[config.mk]
export PLATFORM = sky130hd
export DESIGN_NAME = background_writer
export DESIGN_NICKNAME = d
export VERILOG_FILES = /design/src/rtl/background_writer.sv
export SDC_FILE = /design/constraint.sdc
export NUM_CORES = 1
export LEC_CHECK = 0
export CORE_ASPECT_RATIO = 0.9
export CORE_MARGIN = 1
export CORE_UTILIZATION = 40
export DETAILED_ROUTE_END_ITERATION = 16
export PLACE_DENSITY_LB_ADDON = 0.15
export SYNTH_ARGS = -nofsm -noshare
export SYNTH_HDL_FRONTEND = slang
export SYNTH_SLANG_ARGS = --single-unit
[constraint.sdc]
create_clock -name Clk -period 6.2 [get_ports Clk]
set_clock_uncertainty 0.05 [all_clocks]
set_input_delay 1.24 -clock Clk [delete_from_list [all_inputs] [get_ports Clk]]
set_output_delay 1.24 -clock Clk [all_outputs]
set_load 0.01 [all_outputs]
[src/rtl/background_writer.sv]
// Rectangle-fill write engine for the half-resolution background buffer.
// Accepts one clipped fill command at a time and emits one raster-ordered write per unstalled cycle.
module background_writer #(
  parameter int BUF_W = 320,
  parameter int BUF_H = 240
) (
  input  logic        Clk,
  input  logic        Reset,
  input  logic        cmd_valid,
  output logic        cmd_ready,
  input  logic [8:0]  cmd_x0,
  input  logic [7:0]  cmd_y0,
  input  logic [8:0]  cmd_w,
  input  logic [7:0]  cmd_h,
  input  logic [3:0]  cmd_color,
  input  logic        wr_stall,
  output logic        write_en,
  output logic [18:0] write_address,
  output logic [3:0]  write_data,
  output logic        busy,
  output logic        done
);

  // Handshake: a command transfers on the rising edge where cmd_valid && cmd_ready;
  // cmd_ready is high only in IDLE, and the command fields matter only on that edge.

  typedef enum logic [1:0] {
    IDLE = 2'd0,
    FILL = 2'd1,
    DONE = 2'd2
  } state_t;

  localparam logic [9:0]  BUF_W10 = 10'(BUF_W);
  localparam logic [9:0]  BUF_H10 = 10'(BUF_H);
  localparam logic [18:0] BUF_W19 = 19'(BUF_W);

  state_t      state_q, state_d;
  logic [8:0]  x_q, x_d;
  logic [8:0]  x0_q, x0_d;
  logic [9:0]  x_end_q, x_end_d;
  logic [7:0]  y_q, y_d;
  logic [9:0]  y_end_q, y_end_d;
  logic [18:0] row_base_q, row_base_d;
  logic [3:0]  color_q, color_d;

  logic [9:0]  x_sum;
  logic [9:0]  y_sum;
  logic        empty;
  logic        last_x;
  logic        last_y;

  assign x_sum  = {1'b0, cmd_x0} + {1'b0, cmd_w};
  assign y_sum  = {2'b0, cmd_y0} + {2'b0, cmd_h};
  assign empty  = (cmd_w == 9'd0) || (cmd_h == 8'd0) ||
                  ({1'b0, cmd_x0} >= BUF_W10) || ({2'b0, cmd_y0} >= BUF_H10);
  assign last_x = (({1'b0, x_q} + 10'd1) == x_end_q);
  assign last_y = (({2'b0, y_q} + 10'd1) == y_end_q);

  always_comb begin
    state_d    = state_q;
    x_d        = x_q;
    x0_d       = x0_q;
    x_end_d    = x_end_q;
    y_d        = y_q;
    y_end_d    = y_end_q;
    row_base_d = row_base_q;
    color_d    = color_q;
    case (state_q)
      IDLE: begin
        if (cmd_valid) begin
          x_d        = cmd_x0;
          x0_d       = cmd_x0;
          y_d        = cmd_y0;
          x_end_d    = (x_sum > BUF_W10) ? BUF_W10 : x_sum;
          y_end_d    = (y_sum > BUF_H10) ? BUF_H10 : y_sum;
          // The only multiply happens once per command; pixels use adds only.
          row_base_d = 19'(cmd_y0) * BUF_W19;
          color_d    = cmd_color;
          state_d    = empty ? DONE : FILL;
        end
      end
      FILL: begin
        if (!wr_stall) begin
          if (last_x) begin
            x_d = x0_q;
            if (last_y) begin
              state_d = DONE;
            end else begin
              y_d        = y_q + 8'd1;
              row_base_d = row_base_q + BUF_W19;
            end
          end else begin
            x_d = x_q + 9'd1;
          end
        end
      end
      DONE:    state_d = IDLE;
      default: state_d = IDLE;
    endcase
  end

  always_ff @(posedge Clk) begin
    if (!Reset) begin
      state_q    <= IDLE;
      x_q        <= '0;
      x0_q       <= '0;
      x_end_q    <= '0;
      y_q        <= '0;
      y_end_q    <= '0;
      row_base_q <= '0;
      color_q    <= '0;
    end else begin
      state_q    <= state_d;
      x_q        <= x_d;
      x0_q       <= x0_d;
      x_end_q    <= x_end_d;
      y_q        <= y_d;
      y_end_q    <= y_end_d;
      row_base_q <= row_base_d;
      color_q    <= color_d;
    end
  end

  assign cmd_ready     = (state_q == IDLE);
  assign busy          = (state_q == FILL) || (state_q == DONE);
  assign done          = (state_q == DONE);
  // wr_stall gates the strobe directly; everything else comes from registers.
  assign write_en      = (state_q == FILL) && !wr_stall;
  assign write_address = row_base_q + 19'(x_q);
  assign write_data    = color_q;

endmodule

# == After elaboration in Yosys (flattened, before gate mapping) ==
# Cells that the tools add are included.
# W data, S select, Z words.
# classes
n_lt_le_gt_ge,4
n_reduce_logical,14
n_eq_ne,9
n_mux,22
mul,1
n_addsub,8
# op_table
operator,count
$mux W19,4
$pmux W19 S2,1
$mux W9,4
$mux W8,4
$add A19 B9 Y19,1
$add A19 B9 Y19 const B,1
$pmux W9 S2,1
$pmux W8 S2,1
$mul A8 B3 Y11 const B,1
$add A9 B1 Y10 const B,1
$add A9 B9 Y10,1
$eq A10 B10 Y1,1
$eq A9 B10 Y1,1
$gt A10 B9 Y1 const B,1
$mux W10,1
$mux W2,5
$ne A2 B2 Y1 const B,5
$add A8 B1 Y9 const B,1
$add A8 B8 Y9,1
$add A9 B1 Y9 const B,1
$ge A9 B9 Y1 const B,1
$gt A9 B8 Y1 const B,1
$logic_not A9 Y1,1
$add A8 B1 Y8 const B,1
other kinds (14),17
# word_totals
output_inout_bits,27
ff_bits,71
inputBits,42
word_cells,66

# == Logic depth before layout (Yosys ltp) ==
# depth
depth_word,7
depth_mapped,12

# == Least setup slack after synthesis ==
# No wires, ideal clock.
# synth_timing
kind,in2reg
startpoint,in cmd_x0[0]
endpoint,reg x_end_q[3]
required_time_ns,6.091
stages,11
slack_ns,2.679
arrival_time_ns,3.412
path_buffers,1
cell_sequence,ha_1 -> fa_1 -> a21o_1 -> a21oi_1 -> xnor2_1 -> or4_1 -> o31a_1 -> o21ai_0 -> and3_1 -> buf_2 -> a22o_1
# synth_between
elab_chain_cells,3
# synth_lines
element,line,rtl
"start, declared",11,"input logic [8:0] cmd_x0,"
$add A9 B9 Y10 (*),52,"assign x_sum = {1'b0, cmd_x0} + {1'b0, cmd_w};"
$gt A10 B9 Y1,74,x_end_d = (x_sum > BUF_W10) ? BUF_W10 : x_sum;
$mux W10 (*),74,
"end signal, assigned",116,x_end_q <= x_end_d;
"end, declared",40,"logic [9:0] x_end_q, x_end_d;"
# Every way passes the cells marked *; elsewhere a longest branch is shown, timed or not.
# A chain may end at the register's enable or synchronous reset.

# == Worst setup path after layout ==
# layout_timing
startpoint,in cmd_x0[1]
endpoint,reg x_end_q[3]
# The elaborated chain is that of the path after synthesis.

==> run summary <==
The flow ran to the end, and the final reports show no timing, DRC or antenna violations. 0 antenna diodes ended up in the layout. The post-cts hold buffer count was 0. Subtracting the final worst setup slack from the clock period gives 4.03 ns.

The worst-margin pin slew was 0.961 ns. The xor-xnor portion of the synthesized cell area is 9.75%. Counting every net in the synthesized netlist gives 689. The count of final setup violators is 0. After detailed routing, the number of vias per cell comes to 5.64.

Counting the fill cells in the layout gives 1,139. After legalization and detailed placement, the total HPWL measured 9620 um. The die is 106 um tall.

The number of global-route vias before repair came out at 4,449. The setup slack after layout was 2.17 ns. The final routed wire length divided by cell count was 16.3 um. The remaining design rule violation count is 0. Class of the most critical hold timing path: flip-flop to flip-flop.

The final weighted congestion in routability-driven placement was 0.840; the reg-to-reg setup timing slack was 2.53 ns. The share of flip-flops with an asynchronous set or reset works out to 0%. Setup repair after global routing left no endpoint under its margin. Hold is met by 0.401 ns. The number of violations reported at the end of detailed-routing iteration 0 came out at 384.

The detailed-route wire length was 13,200 um; the number of synthesized register bits was 64. Once the clock tree was built, the resizer swapped 0 gates to a different size. The cell row count came out at 37. In the synthesized netlist the dominant register cell turns out to be dfxtp_1.

The final setup TNS is 0 ns. The tools report the number of warnings reported in the yosys synthesis log as 0. The first-pass GRT wire length is 22,100 um, and the relative slew slack is 35.8%.

Multiplexer fraction of the synthesized cell area: 1.70%. The share of post-route cells with drive strength above 1 is 5.51%. The count of buffers from port buffering was 68. Of all nets on the critical path, the largest fanout is 6. The starting density of the core came out at 41.7%.

For the number of detailed-routing iterations run before antenna repair, the log shows 5. Yosys mapped the design onto 66 distinct sky130hd cell types. The pin count of the biggest net entering global routing is 47. The insertion delay to the later sink of the worst-skew pair is 0.33 ns, and the number of cells on the worst reg-to-reg path is 9.

The logs give 4,565 for the via count and 0.208 mV for the worst supply voltage drop on vdd. In this run the static leakage power is 2.29 nW. Global routing finished with a remaining overflow of 0. The areal power density over the cells was 320 nW/um^2; the number of max-capacitance violations reported was 0. Startpoint of the most critical hold path: write_data[0].

After the last flow step, the layout net total stands at 735. The tools report the category of the worst setup path capture point as a flip-flop. The area of the die was 12,600 um^2; the signal arrival time at the worst endpoint was 4.24 ns.

The end of the worst register-to-register path was y_q[4]. The post-route antenna net violation count was 0; the clock input transition at the sequential cells of the worst setup and hold paths was 0.05 ns. Summing the areas of all compound-gate instances in the mapped netlist gives 27.2% of the synthesized area. The cell area after synthesis came out at 4850 um^2.

The tools report the I/O pin count as 69. For this run, the total global-route usage over all layers was measured as 22.0%. The finished cells cover 5820 um^2. STA classifies the critical path startpoint as an input pin.

Number of slew-limit violations in the final report: 0. The clock tree synthesis step divided the H-tree into 3 levels. The run gives 0 as the final-report hold violation count.

The number of buffers inserted to repair setup after CTS was 0. In the finished design, the share of the clock period the worst path needs comes to 65.0%. The number of buffers on the longest clock path was 2. For hold timing, the worst endpoint is write_data[0]. Before CTS, the worst setup slack after placement is 1.87 ns. The total cell area at the placement stage is 5580 um^2, and the number of enable flip-flop cells after synthesis is 0. From synthesis to final layout, the design area changed by 20.0%. The critical path class is input pin to flip-flop. The worst reg2reg path startpoint was x_q[0].

The arithmetic-cell share of the synthesized area counting full adders, half adders and majority gates was 11.3%. The CTS sink count was 64. The initial antenna violation count came out at 0. The number of cells in the finished layout apart from fillers came out at 809.

From left edge to right edge, the die measures 118 um. The worst hold path passes through 2 cells. The synthesized netlist devotes 18.1% of its cell area to simple gates. Cells fill 50.1% of the core in the end. By area, the combinational part of the netlist is dominated by compound AO/OA/AOI/OAI gates. The logs give 796 for the total placed cells including tap cells and 26.4% for the fraction of the yosys area taken by sequential cells. Clock tree synthesis selected as its root buffer the cell clkbuf_16. TritonCTS built the clock tree. The total area inside the core boundary comes to 11,600 um^2. After technology mapping, the gate count stands at 605. Based on the critical path, the design can be clocked at up to 248 MHz.

Total power for the finished layout comes to 1.86 mW. The mean cell area of the mapped netlist is 8.02 um^2, and the required time at the worst-slack endpoint is 6.41 ns. Buffers inserted during clock tree synthesis total 9.
Yosys cell counts (6+ instances only):
master     n  area (um^2)
nor2b_1    7         43.8
a21boi_0   7         52.6
o211ai_1   7         52.6
inv_1     21         78.8
nor3_1    14         70.1
clkbuf_1  25         93.8
nand4_1    8         50.1
o31ai_1    6         45.0
and3_1     9         56.3
a22o_1     6         52.6
a21o_1     9         67.6
xor2_1    27          236
a21oi_1   52          260
a31oi_1    6         37.5
mux2i_1    6         60.1
o21a_1     7         52.6
dfxtp_1   64         1280
nand3_1   22          110
ha_1      39          488
nor2_1    35          131
nand2_1   70          263
xnor2_1   27          236
o21ai_0   41          205
layout by cell type (no fill, tap or decap), drive strengths merged, types with 10 or more instances in the layout:
| cell type | count |
|---|---|
| a21boi | 10 |
| a21oi | 54 |
| ha | 39 |
| xor2 | 27 |
| nor2 | 35 |
| nor3 | 14 |
| nand2 | 70 |
| o21ai | 43 |
| xnor2 | 27 |
| nand3 | 23 |
| inv | 21 |
| clkbuf | 11 |
| dfxtp | 64 |
| clkdlybuf4s50 | 68 |
cell families after synthesis:
| kind of cell | Yosys count |
|---|---|
| AO/OA/AOI/OAI | 192 |
| XOR/XNOR | 54 |
| adder cells (fa/ha/maj) | 42 |
| buffers and inverters | 59 |
| flip-flops | 64 |
| multiplexers | 8 |
| other | 1 |
| AND/OR/NAND/NOR | 185 |
worst max path at each step:
stage / start / to / slack (ns)
after floorplan: cmd_x0[0] / x_end_q[3] / 2.68
after global placement: cmd_x0[1] / x_end_q[3] / 2.00
after detailed placement: cmd_x0[1] / x_end_q[0] / 1.87
after CTS: cmd_x0[1] / x_end_q[3] / 2.18
after global routing: cmd_x0[1] / x_end_q[3] / 1.86
final: cmd_x0[1] / x_end_q[3] / 2.17
power by group:
part / leakage [nW] / switching [mW] / internal (mW)
Combinational: 1.64 / 0.435 / 0.380
Sequential: 0.526 / 0.124 / 0.494
Clock: 0.121 / 0.169 / 0.262
final cells by class:
cell class | instances | area (um^2) | area share, %
clock buffer | 11 | 233 | 4.00
clock inverter | 2 | 10.0 | 0.172
inverter | 21 | 78.8 | 1.35
multi-input combinational | 482 | 3300 | 56.8
sequential | 64 | 1280 | 22.0
tap | 156 | 195 | 3.35
timing repair buffer | 73 | 718 | 12.3
worst max-delay path, stage by stage:
cell and delay, ns:
clkdlybuf4s50_1 0.56, ha_1 0.26, a21o_1 0.16, a21oi_1 0.26, o21ai_0 0.14, o41ai_1 0.44
nor2_1 0.10, a2111oi_0 0.53, and3_1 0.39, a22o_1 0.16
routing by layer:
layer	global-route usage [%]	wire, um	up-vias
met3	2.63	773	20
met2	33.7	5580	168
met5	0	0	-
met4	8.52	248	0
li1	-	-	2276
met1	31.2	6570	2101
registers in the layout (all words and copies together), names as in the netlist:
name	count
y_q	8
x_q	9
x0_q	9
y_end_q	9
row_base_q	13
write_data	4
x_end_q	10
state_q	2
No activity file was read; power rests on OpenSTA's default activity.
